## src/rtl/lfsr_rng_pkg.sv

```systemverilog
// lfsr_rng_pkg: shared encodings and generator step for lfsr_rng_arbiter.
`default_nettype none

package lfsr_rng_pkg;

  localparam int LEN_W = 3;

  localparam logic [1:0] IDLE   = 2'd0;
  localparam logic [1:0] SERVE  = 2'd1;
  localparam logic [1:0] RESEED = 2'd2;

  // Low bits fold in freshly computed high bits, so the order below matters.
  function automatic logic [4:0] lfsr_next(input logic [4:0] r);
    logic [4:0] n;
    n[4] = r[4] ^ r[1];
    n[3] = r[3] ^ r[0];
    n[2] = r[2] ^ n[4];
    n[1] = r[1] ^ n[3];
    n[0] = r[0] ^ n[2];
    return n;
  endfunction

endpackage

`default_nettype wire

```

## src/rtl/rr_arbiter.sv

```systemverilog
// rr_arbiter: combinational round-robin pick of the first request at or after rr_ptr.
`default_nettype none

module rr_arbiter #(
  parameter int NREQ = 4,
  parameter int ID_W = $clog2(NREQ)
) (
  input  logic [NREQ-1:0] req,
  input  logic [ID_W-1:0] rr_ptr,
  output logic [NREQ-1:0] gnt,
  output logic [ID_W-1:0] id,
  output logic            any_req
);

  logic [ID_W-1:0] cand;

  function automatic logic [ID_W-1:0] wrap_idx(input logic [ID_W-1:0] base, input int off);
    int sum;
    sum = int'(base) + off;
    if (sum >= NREQ) sum = sum - NREQ;
    return ID_W'(sum);
  endfunction

  always_comb begin
    gnt     = '0;
    id      = '0;
    any_req = 1'b0;
    cand    = '0;
    for (int i = 0; i < NREQ; i++) begin
      cand = wrap_idx(rr_ptr, i);
      if (!any_req && req[cand]) begin
        any_req   = 1'b1;
        id        = cand;
        gnt[cand] = 1'b1;
      end
    end
  end

endmodule

`default_nettype wire

```

## src/rtl/lfsr_rng_arbiter.sv

```systemverilog
// lfsr_rng_arbiter: one 5-bit generator shared round-robin among NREQ requesters,
// delivering 1-8 word bursts, with deferred reseed between bursts.
`default_nettype none

module lfsr_rng_arbiter
  import lfsr_rng_pkg::*;
#(
  parameter int         NREQ = 4,
  parameter logic [4:0] SEED = 5'h03
) (
  input  logic                      i_clk,
  input  logic                      i_reset,
  input  logic [NREQ-1:0]           i_req,
  input  logic [LEN_W*NREQ-1:0]     i_len,
  input  logic                      i_reseed,
  input  logic [4:0]                i_seed,
  output logic [NREQ-1:0]           o_gnt,
  output logic [$clog2(NREQ)-1:0]   o_id,
  output logic                      o_valid,
  output logic [4:0]                o_data,
  output logic                      o_last,
  output logic                      o_busy
);

  localparam int ID_W = $clog2(NREQ);

  logic [1:0]       state, nxt_state;
  logic [LEN_W-1:0] cnt, nxt_cnt;
  logic [4:0]       gen, nxt_gen;
  logic             pend_reseed, nxt_pend;
  logic [4:0]       pend_seed, nxt_pend_seed;
  logic [ID_W-1:0]  rr_ptr, nxt_ptr;
  logic [NREQ-1:0]  nxt_gnt, arb_gnt;
  logic [ID_W-1:0]  nxt_id, arb_id;
  logic             arb_any;
  logic             decide;
  logic             reseed_now;

  rr_arbiter #(
    .NREQ (NREQ),
    .ID_W (ID_W)
  ) u_arb (
    .req     (i_req),
    .rr_ptr  (rr_ptr),
    .gnt     (arb_gnt),
    .id      (arb_id),
    .any_req (arb_any)
  );

  assign decide     = (state == IDLE) || ((state == SERVE) && (cnt == '0));
  assign reseed_now = pend_reseed | i_reseed;

  always_comb begin
    nxt_state     = state;
    nxt_cnt       = cnt;
    nxt_gen       = gen;
    nxt_ptr       = rr_ptr;
    nxt_gnt       = o_gnt;
    nxt_id        = o_id;
    nxt_pend      = pend_reseed | i_reseed;
    nxt_pend_seed = i_reseed ? i_seed : pend_seed;

    // Generator moves only on delivered words, so each grantee gets a disjoint slice.
    if (state == SERVE) begin
      nxt_gen = lfsr_next(gen);
      nxt_cnt = cnt - LEN_W'(1);
    end else if (state == RESEED) begin
      nxt_gen = (pend_seed == '0) ? SEED : pend_seed;
    end

    if (state == RESEED) begin
      nxt_state = IDLE;
      nxt_gnt   = '0;
      nxt_cnt   = '0;
    end else if (decide) begin
      if (reseed_now) begin
        nxt_state = RESEED;
        nxt_pend  = 1'b0;
        nxt_gnt   = '0;
        nxt_cnt   = '0;
      end else if (arb_any) begin
        nxt_state = SERVE;
        nxt_cnt   = i_len[int'(arb_id)*LEN_W +: LEN_W];
        nxt_gnt   = arb_gnt;
        nxt_id    = arb_id;
        nxt_ptr   = (arb_id == ID_W'(NREQ - 1)) ? '0 : arb_id + ID_W'(1);
      end else begin
        nxt_state = IDLE;
        nxt_gnt   = '0;
        nxt_cnt   = '0;
      end
    end
  end

  always_ff @(posedge i_clk) begin
    if (i_reset) begin
      state       <= IDLE;
      cnt         <= '0;
      gen         <= SEED;
      pend_reseed <= 1'b0;
      pend_seed   <= '0;
      rr_ptr      <= '0;
      o_gnt       <= '0;
      o_id        <= '0;
      o_valid     <= 1'b0;
      o_data      <= '0;
      o_last      <= 1'b0;
      o_busy      <= 1'b0;
    end else begin
      state       <= nxt_state;
      cnt         <= nxt_cnt;
      gen         <= nxt_gen;
      pend_reseed <= nxt_pend;
      pend_seed   <= nxt_pend_seed;
      rr_ptr      <= nxt_ptr;
      o_gnt       <= nxt_gnt;
      o_id        <= nxt_id;
      o_valid     <= (nxt_state == SERVE);
      o_data      <= (nxt_state == SERVE) ? nxt_gen : '0;
      o_last      <= (nxt_state == SERVE) && (nxt_cnt == '0);
      o_busy      <= (nxt_state != IDLE);
    end
  end

endmodule

`default_nettype wire

```

## config.mk

```make
export PLATFORM = sky130hd
export DESIGN_NAME = lfsr_rng_arbiter
export DESIGN_NICKNAME = d
export VERILOG_FILES = /design/src/rtl/lfsr_rng_pkg.sv /design/src/rtl/rr_arbiter.sv /design/src/rtl/lfsr_rng_arbiter.sv
export SDC_FILE = /design/constraint.sdc
export NUM_CORES = 1
export LEC_CHECK = 0
export BUFFER_PORTS_ARGS = -buffer_cell sky130_fd_sc_hd__buf_4
export CORE_UTILIZATION = 58
export DETAILED_ROUTE_END_ITERATION = 12
export GPL_TIMING_DRIVEN = 0
export PLACE_DENSITY = 0.84
export SLEW_MARGIN = 20
export SYNTH_ARGS = -nofsm -noshare
export SYNTH_HDL_FRONTEND = slang
export SYNTH_SLANG_ARGS = --single-unit
```

## constraint.sdc

```tcl
create_clock -name i_clk -period 5.4 [get_ports i_clk]
set_clock_uncertainty 0.1 [all_clocks]
set_input_delay 0.54 -clock i_clk [delete_from_list [all_inputs] [get_ports i_clk]]
set_output_delay 0.54 -clock i_clk [all_outputs]
set_load 0.03 [all_outputs]
```

==> results.sh, run 1 <==
export IMPL_status="finished, final reports clean"
export IMPL_yosys_warnings=0
export IMPL_postRouteAntennaNets=0
export IMPL_dieArea_mm2=0.00340
export IMPL_worst_slack_ns=1.82
export IMPL_crit_family="multiplexers"
export IMPL_wl_per_cell_um=13.0
export IMPL_layout_drive_gt1_share_pct=21.5
export IMPL_syn_nets=240
export IMPL_synthCells=206
export IMPL_track_usage_pct=24.3
export IMPL_grt_pass1_vias=1484
export IMPL_core_area_mm2=0.00303
export IMPL_powerDensity_mw_per_mm2=437
export IMPL_hpwl_um=2860
export IMPL_slew_headroom_pct=45.3
export IMPL_htreeDepth=2
export IMPL_first_iter_violations=51
export IMPL_syn2layout_area_growth_pct=19.0
export IMPL_clk_pin_slew_ns=0.09
export IMPL_cp_required_ns=5.55
export IMPL_placedCellCount=283
export IMPL_drv_cap=0
export IMPL_startpoint_type="register"
export IMPL_routed_wl_um=3780
export IMPL_final_util_pct=72.4
export IMPL_worst_setup_path_type="register to register"
export IMPL_worstSetupEndpointType="register"
export IMPL_fin_crit_sh_pct=66.3
export IMPL_hold_viol_final=0
export IMPL_post_synth_top_area_cell="dfxtp_1"
export IMPL_cts_buffer_depth=2
export IMPL_synthesis_area_mm2=0.00184
export IMPL_ys_flop_type="dfxtp_1"
export IMPL_whs_path_depth=3
export IMPL_layout_common_cells="33 x buf_4, 32 x dfxtp_1, 28 x nor2_1, 15 x mux2i_1, 13 x a22oi_1"
export IMPL_path_cells="buf_2 > inv_1 > ha_1 > mux4_2 > nor3_2 > and2_4 > o31a_1 > buf_6 > mux2i_1 > o221ai_1 > nor4_2"
export IMPL_rows=20
export IMPL_drv_slew=0
export IMPL_post_cts_buffers=0
export IMPL_synth_area_leaders="dfxtp_1 35%, mux2i_1 8.2%, ha_1 6.8%"
export IMPL_antennaDiodeCount=0
export IMPL_synth_ff_latch_count=32
export IMPL_synth_edff_count=0
export IMPL_hold_class="input port to register"
export IMPL_fp_dieH_um=58.4
export IMPL_tritoncts="yes"
export IMPL_mostFrequentLayoutCell="buf_4"
export IMPL_port_buffers=33
export IMPL_p_leak_nw=0.916
export IMPL_dieWidth_um=58.4
export IMPL_yosysSeqAreaShare_pct=34.8
export IMPL_cts_sinks=32
export IMPL_netlist_area_leader_share_pct=34.8
export IMPL_finalSetupViolCount=0
export IMPL_grt_start_max_net_pins=11
export IMPL_numCtsBuffers=5
export IMPL_vias_per_cell=5.59
export IMPL_postCtsHoldBufs=0
export IMPL_cp_slowest_cell="mux4_2"
export IMPL_worstPathArrival_ns=3.73
export IMPL_totalPowerFinal_uw=958
export IMPL_rr_worst_depth=11
export IMPL_avgSynthCellArea_um2=8.94
export IMPL_first_pass_iters=4
export IMPL_place_gp_congestion=0.835
export IMPL_initial_utilization_pct=60.8
export IMPL_whs_ns=0.339
export IMPL_place_area_mm2=0.00214
export IMPL_vias=1620
export IMPL_nets=280
export IMPL_cts_resized=0
export IMPL_crit_buf_inv=3
export IMPL_grt_pass1_wl_um=6300
export IMPL_fmax_mhz=280
export IMPL_path_depth=11
export IMPL_ios=38
export IMPL_stdcell_area_mm2=0.00219
export IMPL_synthArstFlopShare_pct=0
export IMPL_grt_ovfl_total=0
export IMPL_ys_types=41
export IMPL_fin_setup_tns_ns=0
export IMPL_peakVddDrop_uv=287
export IMPL_antenna_found_initial=0
export IMPL_drcViolationCount=0
export IMPL_cts_root_buf="clkbuf_4"
export IMPL_fin_cells=290
export IMPL_fin_crit_ns=3.58
export IMPL_clkLatencyLatePin_ns=0.33
export IMPL_critical_path_max_stage_delay_ns=0.64
export IMPL_dp_slack_ns=1.82
export IMPL_tightest_slew_ns=0.813
export IMPL_crit_path_max_fanout=10
export IMPL_rsz0062_at_grt="false"
==> worst register-to-register path: cells and delay by family, from the launching register on <==
family          cells  cell delay (ns)
flops               1             0.51
mux                 2             0.84
simple gates        3             0.70
fa+ha+maj           1             0.43
compound gates      2             0.33
buf+inv             3             0.59
==> per-layer routing <==
layer	global-route usage, %	up-vias	part of all wire (%)
met5	0	-	0
met4	10.5	0	1.3
met3	6.81	7	5.7
met2	38.3	46	46
met1	31.4	757	47
li1	-	810	-
==> registers in the layout, summed over array words and instances, names as in the netlist, 2 cells and up <==
signal     count
o_id           2
gen            5
o_gnt          4
cnt            3
pend_seed      5
o_data         5
state          2
rr_ptr         2
==> cell families after synthesis <==
logic type,synth area share (%)
flip-flops,34.8
multiplexers,14.5
AND/OR/NAND/NOR,20.0
AO/OA/AOI/OAI,15.7
adder cells (fa/ha/maj),6.79
XOR/XNOR,3.80
buffers and inverters,4.48
==> power by group <==
group	leakage, nW	switching, mW	internal [mW]
combinational	0.625	0.286	0.236
sequential	0.262	0.0346	0.278
clock	0.0281	0.0764	0.0479
total	0.916	0.396	0.562
==> worst paths after layout <==
path | from | endpoint | slack (ns)
worst max-delay path | rr_ptr[0] | o_last | 1.82
worst min-delay path | i_seed[0] | pend_seed[0] | 0.34
worst max register to register | rr_ptr[0] | o_last | 1.82
worst min register to register | o_gnt[1] | o_gnt[1] | 0.42
==> synth_stat cells, types with 2 or more instances <==
library cell and count:
a21oi_1 8, a22oi_1 13, buf_2 3, clkbuf_1 7, dfxtp_1 32, ha_1 10
inv_1 7, mux2_2 2, mux2i_1 15, mux4_2 3, nand2_1 12, nand2b_1 7
nand3_1 3, nand3b_1 2, nor2_1 28, nor2b_1 6, nor3_1 3, nor4_2 2
o21ai_0 10, o21ai_1 2, o221ai_1 3, o31a_1 2, or4_1 2, xnor2_1 6
xor2_1 2
==> area by class of cell <==
cell class              count  area (um2)
clock inverters             1        5.00
repair buffers             33         248
flip-flops and latches     32         641
fillers                   241         837
inverters                   7        26.3
clock buffers               6        41.3
well taps                  44        55.1
plain buffers              12        56.3
multi-input cells         155        1120
Note: power is estimated with default switching activity, not from simulation.
==> run 2: changes to the inputs <==
CORE_UTILIZATION = 49   (was 58)
PLACE_DENSITY = 0.75   (was 0.84)
clock period = 3.12 ns   (was 5.4 ns; I/O delays follow)
==> results.sh, run 2 (same netlist as run 1, synthesis figures left out) <==
export IMPL_place_area_mm2=0.00215
export IMPL_first_pass_iters=4
export IMPL_fin_crit_ns=2.91
export IMPL_fmax_mhz=344
export IMPL_grt_ovfl_total=0
export IMPL_hpwl_um=2830
export IMPL_worstSetupEndpointType="register"
export IMPL_routed_wl_um=3960
export IMPL_hold_class="input port to register"
export IMPL_fin_crit_sh_pct=93.2
export IMPL_reg_largest_list="gen (5), o_data (5), pend_seed (5)"
export IMPL_antennaDiodeCount=0
export IMPL_clkLatencyLatePin_ns=0.28
export IMPL_peakVddDrop_uv=394
export IMPL_drcViolationCount=0
export IMPL_antenna_found_initial=0
export IMPL_ios=38
export IMPL_dp_slack_ns=-0.419
export IMPL_reg2reg_slack_ns=0.21
export IMPL_initial_utilization_pct=53.1
export IMPL_drv_slew=0
export IMPL_cp_required_ns=3.22
export IMPL_hold_viol_final=0
export IMPL_whs_ns=0.159
export IMPL_rsz0062_at_grt="false"
export IMPL_fp_dieH_um=63.3
export IMPL_port_buffers=33
export IMPL_syn2layout_area_growth_pct=27.4
export IMPL_regArea_um2=648
export IMPL_postRouteAntennaNets=0
export IMPL_powerDensity_mw_per_mm2=807
export IMPL_grt_pass1_vias=1482
export IMPL_dieArea_mm2=0.00401
export IMPL_worstPathArrival_ns=3.01
export IMPL_worst_setup_path_type="register to register"
export IMPL_totalPowerFinal_mw=1.89
export IMPL_nets=286
export IMPL_fillers=308
export IMPL_postCtsHoldBufs=0
export IMPL_cts_root_buf="clkbuf_8"
export IMPL_cts_buffer_depth=2
export IMPL_layout_common_cells="41 x buf_4, 30 x dfxtp_1, 28 x nor2_1, 13 x a22oi_1"
export IMPL_grt_start_max_net_pins=17
export IMPL_cts_sinks=32
export IMPL_vias_per_cell=5.45
export IMPL_startpoint_type="register"
export IMPL_place_gp_congestion=0.810
export IMPL_fin_cells=299
export IMPL_core_area_mm2=0.00347
export IMPL_grt_pass1_wl_um=6530
export IMPL_rows=21
export IMPL_placedCellCount=285
export IMPL_first_iter_violations=81
export IMPL_stdcell_area_mm2=0.00235
export IMPL_crit_path_max_fanout=8
export IMPL_numCtsBuffers=5
export IMPL_track_usage_pct=20.6
export IMPL_tritoncts="yes"
export IMPL_p_leak_nw=0.977
export IMPL_drv_cap=0
export IMPL_dieWidth_um=63.3
export IMPL_multiInputGateArea_mm2=0.00116
export IMPL_worst_slack_ns=0.213
export IMPL_wl_per_cell_um=13.2
export IMPL_htreeDepth=2
export IMPL_vias=1630
export IMPL_mostFrequentLayoutCell="buf_4"
export IMPL_clk_pin_slew_ns=0.06
export IMPL_layout_drive_gt1_share_pct=28.5
export IMPL_status="finished, final reports clean"
export IMPL_tightest_slew_ns=0.820
export IMPL_slew_headroom_pct=44.9
export IMPL_finalSetupViolCount=0
## run 2: changes by cell type in the layout (fill, tap and decap cells not counted), moves of 3 or more
cell and delta:
mux2i_2 +3, clkbuf_4 -5, mux2i_1 -3, buf_4 +8, clkbuf_8 +6
## run 2: repair_timing
action | CTS | global route
gates cloned | 0 | 0
pin swaps | 1 | 1
setup endpoints to repair | 7 | 4
gates resized for setup | 9 | 6
setup buffers | 2 | 6
## run 2: metal layers
metal	vias up	part of all wire, %	GRT usage, %
li1	824	-	-
met1	740	48	27.1
met2	59	44	32.3
met3	7	6.2	5.25
met4	0	1.4	7.95
met5	-	0	0
## run 2: final timing paths
kind / from / to / cells after the start
hold reg to reg: o_id[0] / o_id[0] / 2
setup reg to reg: rr_ptr[0] / o_last / 10
setup / recovery: rr_ptr[0] / o_last / 10
hold / removal: i_seed[4] / pend_seed[4] / 3
## run 2: cell type report
class                   instances  share of cell area (%)
plain buffers                  10                    2.03
clock inverters                 2                   0.426
flip-flops and latches         32                    27.6
inverters                       7                    1.28
repair buffers                 41                    13.1
well taps                      46                    2.45
clock buffers                   6                    3.52
multi-input cells             155                    49.6
## run 2: through the flow
stage	setup TNS, ns	util (%)
CTS	0	65.9
finish	0	67.7
detailed placement	-1.47	62.0
global placement	-1.43	62.0
floorplan	0	-
global route	0	67.7
## run 2: power by group
group,internal (mW),switching (mW),total [mW],leakage [nW]
logic,0.488,0.533,1.02,0.662
registers,0.487,0.0576,0.545,0.264
clock network,0.176,0.152,0.327,0.0510
## run 2: critical path: stages, from the launching register on
cell	delay, ns
dfxtp_4	0.40
clkinvlp_4	0.13
ha_4	0.32
mux4_2	0.57
nor3_4	0.15
and2_4	0.20
o31a_1	0.15
buf_6	0.16
mux2i_1	0.23
o221ai_2	0.14
nor4_2	0.26
==> run 3: changes to the inputs <==
RECOVER_POWER = 100   (was unset)
==> results.sh, run 3 (same netlist as run 1, synthesis figures left out) <==
export IMPL_status="finished, final reports clean"
export IMPL_fp_dieH_um=63.3
export IMPL_track_usage_pct=20.6
export IMPL_dp_slack_ns=-0.419
export IMPL_finalSetupViolCount=0
export IMPL_antennaDiodeCount=0
export IMPL_hold_viol_final=0
export IMPL_fmax_mhz=343
export IMPL_clk_pin_slew_ns=0.06
export IMPL_worst_setup_path_type="register to register"
export IMPL_htreeDepth=2
export IMPL_combPwrFrac_pct=53.1
export IMPL_clkLatencyLatePin_ns=0.28
export IMPL_place_gp_congestion=0.810
export IMPL_initial_utilization_pct=53.1
export IMPL_p_int_mw=1.12
export IMPL_rows=21
export IMPL_hold_class="input port to register"
export IMPL_worstPathArrival_ns=3.01
export IMPL_slew_headroom_pct=44.8
export IMPL_netSwitchingFraction_pct=39.5
export IMPL_grt_pass1_wl_um=6530
export IMPL_dieArea_mm2=0.00401
export IMPL_numCtsBuffers=5
export IMPL_drcViolationCount=0
export IMPL_powerDensity_mw_per_mm2=814
export IMPL_first_pass_iters=4
export IMPL_fin_cells=299
export IMPL_sequentialPowerShare_pct=29.3
export IMPL_nets=286
export IMPL_grt_pass1_vias=1482
export IMPL_worst_slack_ns=0.202
export IMPL_first_iter_violations=84
export IMPL_tightest_slew_ns=0.821
export IMPL_p_leak_nw=0.916
export IMPL_grt_ovfl_total=0
export IMPL_layout_drive_gt1_share_pct=22.1
export IMPL_placedCellCount=285
export IMPL_peakVddDrop_uv=395
export IMPL_vias=1631
export IMPL_dieWidth_um=63.3
export IMPL_startpoint_type="register"
export IMPL_power_switching_uw=734
export IMPL_tritoncts="yes"
export IMPL_wl_per_cell_um=13.3
export IMPL_mostFrequentLayoutCell="dfxtp_1"
export IMPL_fin_crit_sh_pct=93.5
export IMPL_drv_slew=0
export IMPL_clkPwrFrac_pct=17.6
export IMPL_grt_start_max_net_pins=17
export IMPL_hpwl_um=2830
export IMPL_port_buffers=33
export IMPL_wl_met3_um=227
export IMPL_antenna_found_initial=0
export IMPL_drv_cap=0
export IMPL_totalPowerFinal_mw=1.86
export IMPL_cts_root_buf="clkbuf_8"
export IMPL_vias_per_cell=5.45
export IMPL_fin_crit_ns=2.92
export IMPL_ios=38
export IMPL_wl_met2_um=1760
export IMPL_postCtsHoldBufs=0
export IMPL_routed_wl_um=3970
export IMPL_highest_layer="met4"
export IMPL_cts_sinks=32
export IMPL_layout_common_cells="30 x dfxtp_1, 28 x nor2_1, 27 x buf_4, 21 x clkbuf_1, 13 x a22oi_1"
export IMPL_syn2layout_area_growth_pct=23.9
export IMPL_crit_path_max_fanout=7
export IMPL_cts_buffer_depth=2
export IMPL_worstSetupEndpointType="register"
export IMPL_core_area_mm2=0.00347
export IMPL_wl_met1_um=1930
export IMPL_postRouteAntennaNets=0
export IMPL_cp_required_ns=3.21
export IMPL_reg_largest_list="gen (5), o_data (5), pend_seed (5)"
-- run 3: path summary, 6_finish.rpt --
kind | cells past startpoint | to | from | slack, ns
max | 9 | o_last | rr_ptr[0] | 0.20
min | 3 | pend_seed[4] | i_seed[4] | 0.16
max reg2reg | 9 | o_last | rr_ptr[0] | 0.20
min reg2reg | 2 | o_id[1] | o_id[1] | 0.41
-- run 3: power groups by stage --
stage / clock (mW) / combinational [mW] / sequential [mW]
CTS: 0.334 / 0.940 / 0.554
global placement: 0 / 0.884 / 0.548
detailed placement: 0 / 0.900 / 0.548
global route: 0.351 / 1.08 / 0.553
floorplan: 0 / 0.658 / 0.592
finish: 0.327 / 0.986 / 0.544
-- run 3: worst max-delay path, cell delays in order (launching register included) --
cell,delay [ns]
dfxtp_4,0.40
clkinvlp_4,0.13
ha_4,0.32
mux4_2,0.57
nor2b_2,0.28
o21ai_1,0.12
o21ai_0,0.13
or2_0,0.33
o221ai_2,0.16
nor4_1,0.28
-- run 3: layout make-up --
class | count | area, um2
well taps | 46 | 57.6
clock inverters | 2 | 10.0
flip-flops and latches | 32 | 648
multi-input cells | 155 | 1150
plain buffers | 10 | 47.5
repair buffers | 41 | 255
inverters | 7 | 30.0
fillers | 315 | 1190
clock buffers | 6 | 82.6
-- run 3: layer usage --
layer  GRT usage [%]  up-vias
li1                -      824
met1            27.1      756
met2            32.3       44
met3            5.25        7
met4            7.95        0
met5               0        -
-- run 3: repair_timing --
item / in CTS / in global routing
pin swaps: 1 / 1
gates cloned: 0 / 0
buffers inserted: 2 / 6
gates resized for setup: 9 / 6
setup endpoints to repair: 7 / 4
-- run 3: per-stage QoR --
step | cell area, um2 | TNS, ns | util [%] | hold WS [ns]
2_1_floorplan | 1850 | 0 | - | 0.359
3_3_place_gp | 2150 | -1.43 | 62.0 | 0.374
6_report | 2280 | 0 | 65.8 | 0.159
3_5_place_dp | 2150 | -1.47 | 62.0 | 0.388
5_1_grt | 2280 | -0.00576 | 65.8 | 0.164
4_1_cts | 2280 | 0 | 65.9 | 0.159
